**src/rtl/secp256k1_inv_mod.sv**
```systemverilog
// Modular inverse a^(p-2) mod p on secp256k1 by left-to-right square-and-multiply over an external
// modular multiplier. Define SECP256K1_INV_MOD_ZERO_CHECK_EN to short-cut a == 0 with zero_err.
module secp256k1_inv_mod (
  input  logic         clk,
  input  logic         rst,
  input  logic         start,
  input  logic [255:0] a,
  output logic [255:0] result,
  output logic         done,
  output logic         busy,
  output logic         zero_err,
  output logic         mul_start,
  output logic [255:0] mul_a,
  output logic [255:0] mul_b,
  input  logic [255:0] mul_result,
  input  logic         mul_done
);

  localparam logic [255:0] EXP =
    256'hFFFFFFFF_FFFFFFFF_FFFFFFFF_FFFFFFFF_FFFFFFFF_FFFFFFFF_FFFFFFFE_FFFFFC2D;

  typedef enum logic [2:0] {
    IDLE      = 3'd0,
    SQR_ISSUE = 3'd1,
    SQR_WAIT  = 3'd2,
    MUL_ISSUE = 3'd3,
    MUL_WAIT  = 3'd4,
    FINISH    = 3'd5
  } state_t;

  state_t       state_r, state_s;
  logic [255:0] acc_r, acc_s;
  logic [255:0] base_r, base_s;
  logic [7:0]   idx_r, idx_s;
  logic [255:0] result_r, result_s;
  logic         done_r, done_s;
  logic         busy_r;
  logic         mul_start_r, mul_start_s;
  logic [255:0] mul_a_r, mul_a_s;
  logic [255:0] mul_b_r, mul_b_s;
  // zhold_r marks the extra FINISH cycle taken by the zero short-cut
  logic         zhold_r, zhold_s;
  logic         zero_skip_s;

`ifdef SECP256K1_INV_MOD_ZERO_CHECK_EN
  logic         zero_err_r;
  assign zero_skip_s = (a == 256'd0);
  assign zero_err    = zero_err_r;
`else
  assign zero_skip_s = 1'b0;
  assign zero_err    = 1'b0;
`endif

  assign result    = result_r;
  assign done      = done_r;
  assign busy      = busy_r;
  assign mul_start = mul_start_r;
  assign mul_a     = mul_a_r;
  assign mul_b     = mul_b_r;

  // Next-state and next-output logic; outputs are registered from the values decided here
  always_comb begin
    state_s     = state_r;
    acc_s       = acc_r;
    base_s      = base_r;
    idx_s       = idx_r;
    result_s    = result_r;
    done_s      = 1'b0;
    mul_start_s = 1'b0;
    mul_a_s     = mul_a_r;
    mul_b_s     = mul_b_r;
    zhold_s     = 1'b0;
    case (state_r)
      IDLE: begin
        if (start) begin
          base_s = a;
          acc_s  = a;
          idx_s  = 8'd254;
          if (zero_skip_s) begin
            state_s = FINISH;
            zhold_s = 1'b1;
          end else begin
            state_s     = SQR_ISSUE;
            mul_start_s = 1'b1;
            mul_a_s     = a;
            mul_b_s     = a;
          end
        end else begin
          state_s = IDLE;
        end
      end
      SQR_ISSUE: begin
        state_s = SQR_WAIT;
      end
      SQR_WAIT: begin
        if (mul_done) begin
          acc_s = mul_result;
          if (EXP[idx_r]) begin
            state_s     = MUL_ISSUE;
            mul_start_s = 1'b1;
            mul_a_s     = mul_result;
            mul_b_s     = base_r;
          end else if (idx_r == 8'd0) begin
            state_s  = FINISH;
            done_s   = 1'b1;
            result_s = mul_result;
          end else begin
            idx_s       = idx_r - 8'd1;
            state_s     = SQR_ISSUE;
            mul_start_s = 1'b1;
            mul_a_s     = mul_result;
            mul_b_s     = mul_result;
          end
        end else begin
          state_s = SQR_WAIT;
        end
      end
      MUL_ISSUE: begin
        state_s = MUL_WAIT;
      end
      MUL_WAIT: begin
        if (mul_done) begin
          acc_s = mul_result;
          if (idx_r == 8'd0) begin
            state_s  = FINISH;
            done_s   = 1'b1;
            result_s = mul_result;
          end else begin
            idx_s       = idx_r - 8'd1;
            state_s     = SQR_ISSUE;
            mul_start_s = 1'b1;
            mul_a_s     = mul_result;
            mul_b_s     = mul_result;
          end
        end else begin
          state_s = MUL_WAIT;
        end
      end
      FINISH: begin
        if (zhold_r) begin
          state_s  = FINISH;
          done_s   = 1'b1;
          result_s = 256'd0;
        end else begin
          state_s = IDLE;
        end
      end
      default: begin
        state_s = IDLE;
      end
    endcase
  end

  // State, datapath and registered outputs
  always_ff @(posedge clk or posedge rst) begin
    if (rst) begin
      state_r     <= IDLE;
      acc_r       <= 256'd0;
      base_r      <= 256'd0;
      idx_r       <= 8'd0;
      result_r    <= 256'd0;
      done_r      <= 1'b0;
      busy_r      <= 1'b0;
      mul_start_r <= 1'b0;
      mul_a_r     <= 256'd0;
      mul_b_r     <= 256'd0;
      zhold_r     <= 1'b0;
    end else begin
      state_r     <= state_s;
      acc_r       <= acc_s;
      base_r      <= base_s;
      idx_r       <= idx_s;
      result_r    <= result_s;
      done_r      <= done_s;
      busy_r      <= (state_s != IDLE);
      mul_start_r <= mul_start_s;
      mul_a_r     <= mul_a_s;
      mul_b_r     <= mul_b_s;
      zhold_r     <= zhold_s;
    end
  end

`ifdef SECP256K1_INV_MOD_ZERO_CHECK_EN
  // zero_err rises together with the done that closes the zero short-cut
  always_ff @(posedge clk or posedge rst) begin
    if (rst) begin
      zero_err_r <= 1'b0;
    end else begin
      zero_err_r <= zhold_r;
    end
  end
`endif

endmodule

```
**config.mk**
```make
export PLATFORM = sky130hd
export DESIGN_NAME = secp256k1_inv_mod
export DESIGN_NICKNAME = d
export VERILOG_FILES = /design/src/rtl/secp256k1_inv_mod.sv
export SDC_FILE = /design/constraint.sdc
export NUM_CORES = 2
export LEC_CHECK = 0
export CORE_AREA = 2 2 507 509
export DETAILED_ROUTE_END_ITERATION = 8
export DIE_AREA = 0 0 509 511
export PLACE_DENSITY_LB_ADDON = 0.05
export SYNTH_ARGS = -nofsm -noshare
export SYNTH_HDL_FRONTEND = slang
export SYNTH_SLANG_ARGS = --single-unit
```
**constraint.sdc**
```tcl
create_clock -name clk -period 46.2 [get_ports clk]
set_input_delay 4.62 -clock clk [delete_from_list [all_inputs] [get_ports clk]]
set_output_delay 4.62 -clock clk [all_outputs]
set_load 0.02 [all_outputs]
```
==> results.md <==
- Filler cell count: 26,834
- Comb pwr share: 43.4%
- Die area: 0.260 mm²
- Cts bufs inserted: 147
- Sw Share: 44.1%
- Max-cap violations: 0
- WL per Instance: 30.4 µm
- Yosys warns: 0
- Pin count of the biggest net entering global routing: 165
- Pre-antenna DRT Iters: 6
- Top cell type by total area after synthesis: dfrtp_1
- Routed WL: 324,000 µm
- Vias per cell: 5.24
- Finished Cell Area: 0.0735 mm²
- HPWL Detailed: 200,000 µm
- # hold bufs at CTS: 0
- CP endpoint kind: async pin
- Port Buffer Count: 1,286
- Top post-synthesis cells by area: dfrtp_1 (49%), nand2_1 (11%), a31oi_1 (6.5%), o21ai_0 (6.5%), mux2_1 (5.0%)
- Die W: 509 µm
- Sequential power share: 32.4%
- Power Dens Cells: 63.5 mW/mm²
- Cell Area, Placed: 0.0688 mm²
- CTS tree: built
- Vias in the first global route: 54,272
- CTS sink count: 1,038
- Synth Area per Inst: 8.55 µm²
- Slew of the pin with the lowest slew margin: 1.22 ns
- Distinct cells, synth: 58
- Layout cells sized above 1: 5.14%
- Via Count: 55,833
- # H-tree levels: 4
- Max frequency: 106 MHz
- Worst setup path class: in2async
- GP Congestion: 0.792
- CP required: 46.99 ns
- Core footprint: 0.255 mm²
- Internal power: 2.61 mW
- Clk slew on worst S/H paths: 0.05 ns
- Final nets: 7,660
- Clk_lat worst skew: 0.81 ns
- HP Class: reg2reg
- Area of the multi-input gates: 0.0248 mm²
- Post-CTS Setup Inserts: 0
- Final Total Pwr: 4.67 mW
- Predominant post-synthesis flop cell: dfrtp_1
- Reg area: 0.0260 mm²
- Final period util: 20.4%
- Root buffer cell: clkbuf_16
- Syn_nets: 6,739
- Post-route DRC: 0
- Post-synth EDFFs: 0
- Yosys top cell area share: 48.8%
- Post-Syn Instances: 6,220
- RSZ-0062 raised after global routing: no
- Final hold vios: 0
- Layout area overhead: 38.2%
- #FFs+latches synth: 1,038
- Clk pwr share: 24.2%
- Initial drt markers: 5,180
- Critical Path AT: 10.20 ns
- IO Pins: 1,288
- First-pass GRT wire length: 453,000 µm
- Gr ovfl total: 0
- CP Launch Type: primary input
- Worst vdd ir: 0.0414 mV
- Row count: 186
- Antenna-violating nets left: 0
- Initial antenna violation count: 87
- CP max FO: 77
- Clock Skew: 0.0285 ns
- Async set-reset flop share out of synthesis: 100%
- Final setup TNS: 0 ns
- Cell area after synthesis: 0.0532 mm²
- Register area share after synthesis: 48.8%
- Initial Util: 20.8%
- Crit path time final: 9.41 ns
- Outcome: finished clean
- Post-CTS resize count: 0
- Die height: 511 µm
- Pins over their slew limit: 0
- Tot GR Track Use: 23.9%
- Leakage: 29.7 nW
- Net Switching: 2.06 mW
- Longest Clk Path Bufs: 3
- Slew margin rel.: 19.0%
- Final setup fails: 0
cells in the final DEF (no fill, tap or decap), types with 20 or more instances in the layout:
cell type / synthesis / final
dfrtp_1: 1038 / 1038
o41ai_1: 31 / 31
a22oi_1: 51 / 51
o21ai_1: 32 / 32
buf_4: 6 / 81
o21ai_0: 691 / 691
o41ai_2: 20 / 20
diode_2: 0 / 31
clkbuf_16: 0 / 147
o211ai_1: 32 / 32
o22ai_1: 173 / 173
nand2_1: 1490 / 1487
nor2_1: 91 / 90
clkdlybuf4s50_1: 0 / 1286
clkbuf_8: 0 / 36
nor3_1: 85 / 85
a21oi_1: 312 / 311
nand3_1: 261 / 260
mux2_2: 21 / 21
mux2_1: 236 / 236
clkbuf_1: 525 / 42
or3_1: 175 / 175
a31oi_1: 554 / 554
nand4_1: 256 / 256
cell type report:
class | instances | area share [%]
Sequential cell | 1038 | 35.3
Multi-Input combinational cell | 4565 | 33.8
Timing Repair Buffer | 1382 | 18.7
Clock buffer | 225 | 5.89
Tap cell | 3384 | 5.76
Clock inverter | 25 | 0.330
Antenna cell | 31 | 0.106
Inverter | 7 | 0.0528
cells by family (layout without fill, tap and decap cells):
family / Yosys count / in the layout / share of synthesized area, %
fa+ha+maj: 3 / 3 / 0.0706
xor+xnor: 1 / 1 / 0.0165
mux: 259 / 259 / 5.48
other cells: 1 / 32 / 0.00705
simple gates: 2389 / 2389 / 19.9
buf+inv: 617 / 1639 / 4.80
flops: 1038 / 1038 / 48.8
compound gates: 1912 / 1912 / 20.9
final timing paths:
| check | startpoint | end | slack, ns | cells after the start |
|---|---|---|---|---|
| max in group clk | mul_done | mul_a[50] | 37.58 | 10 |
| worst min-delay path | base_r[59] | base_r[59] | 0.47 | 2 |
| min in group asynchronous | rst | result[22] | 4.30 | 2 |
| worst max-delay path | rst | result[122] | 36.79 | 8 |
| worst min register to register | base_r[59] | base_r[59] | 0.47 | 2 |
| worst max register to register | idx_r[1] | mul_a[139] | 41.05 | 10 |
per-layer routing:
metal | track usage (%) | wire (µm) | vias up | share of wire (%)
met1 | 30.1 | 133000 | 28509 | 41
met4 | 7.79 | 10100 | 48 | 3.1
met3 | 6.75 | 26600 | 412 | 8.2
li1 | - | - | 24416 | -
met5 | 0 | 310 | - | 0.096
met2 | 39.1 | 154000 | 2448 | 48
synthesized netlist by cell type, types with 23 or more instances:
cell	instances
a31oi_1	554
nor2_1	91
a21oi_1	312
or3_1	175
o21ai_0	691
a22oi_1	51
o211ai_1	32
mux2_1	236
dfrtp_1	1038
o21ai_1	32
buf_6	23
o22ai_1	173
o41ai_1	31
buf_2	34
nand3_1	261
nand4_1	256
nor3_1	85
nand2_1	1490
clkbuf_1	525
power by group through the flow:
stage	Combinational [mW]	Clock, mW	Sequential (mW)
after CTS	2.06	1.16	1.51
after global routing	2.17	1.20	1.56
final	2.03	1.13	1.51
after global placement	2.04	0	1.51
after floorplan	0.751	0	1.72
after detailed placement	2.05	0	1.52
registers in the layout, summed over array words and instances, names as in the netlist:
name	flops
base_r	256
mul_a	256
busy	1
idx_r	8
done	1
mul_start	1
result	256
state_r	3
mul_b	256
worst max-delay path, cell delays in order:
cell	delay, ns
clkdlybuf4s50_1	0.49
inv_8	0.46
buf_4	0.73
buf_4	0.73
buf_4	0.72
buf_4	0.56
buf_4	0.73
buf_4	0.88
per-stage QoR:
stage	hold WS [ns]	instances	utilization [%]	setup WS [ns]
finish	0.468	10657	28.8	36.79
floorplan	0.439	6220	-	12.37
global placement	0.451	10376	27.0	35.63
global route	0.479	10647	28.8	36.04
detailed placement	0.456	10376	27.0	35.63
CTS	0.468	10626	28.8	36.50
Power figures use the tool's default switching activity.
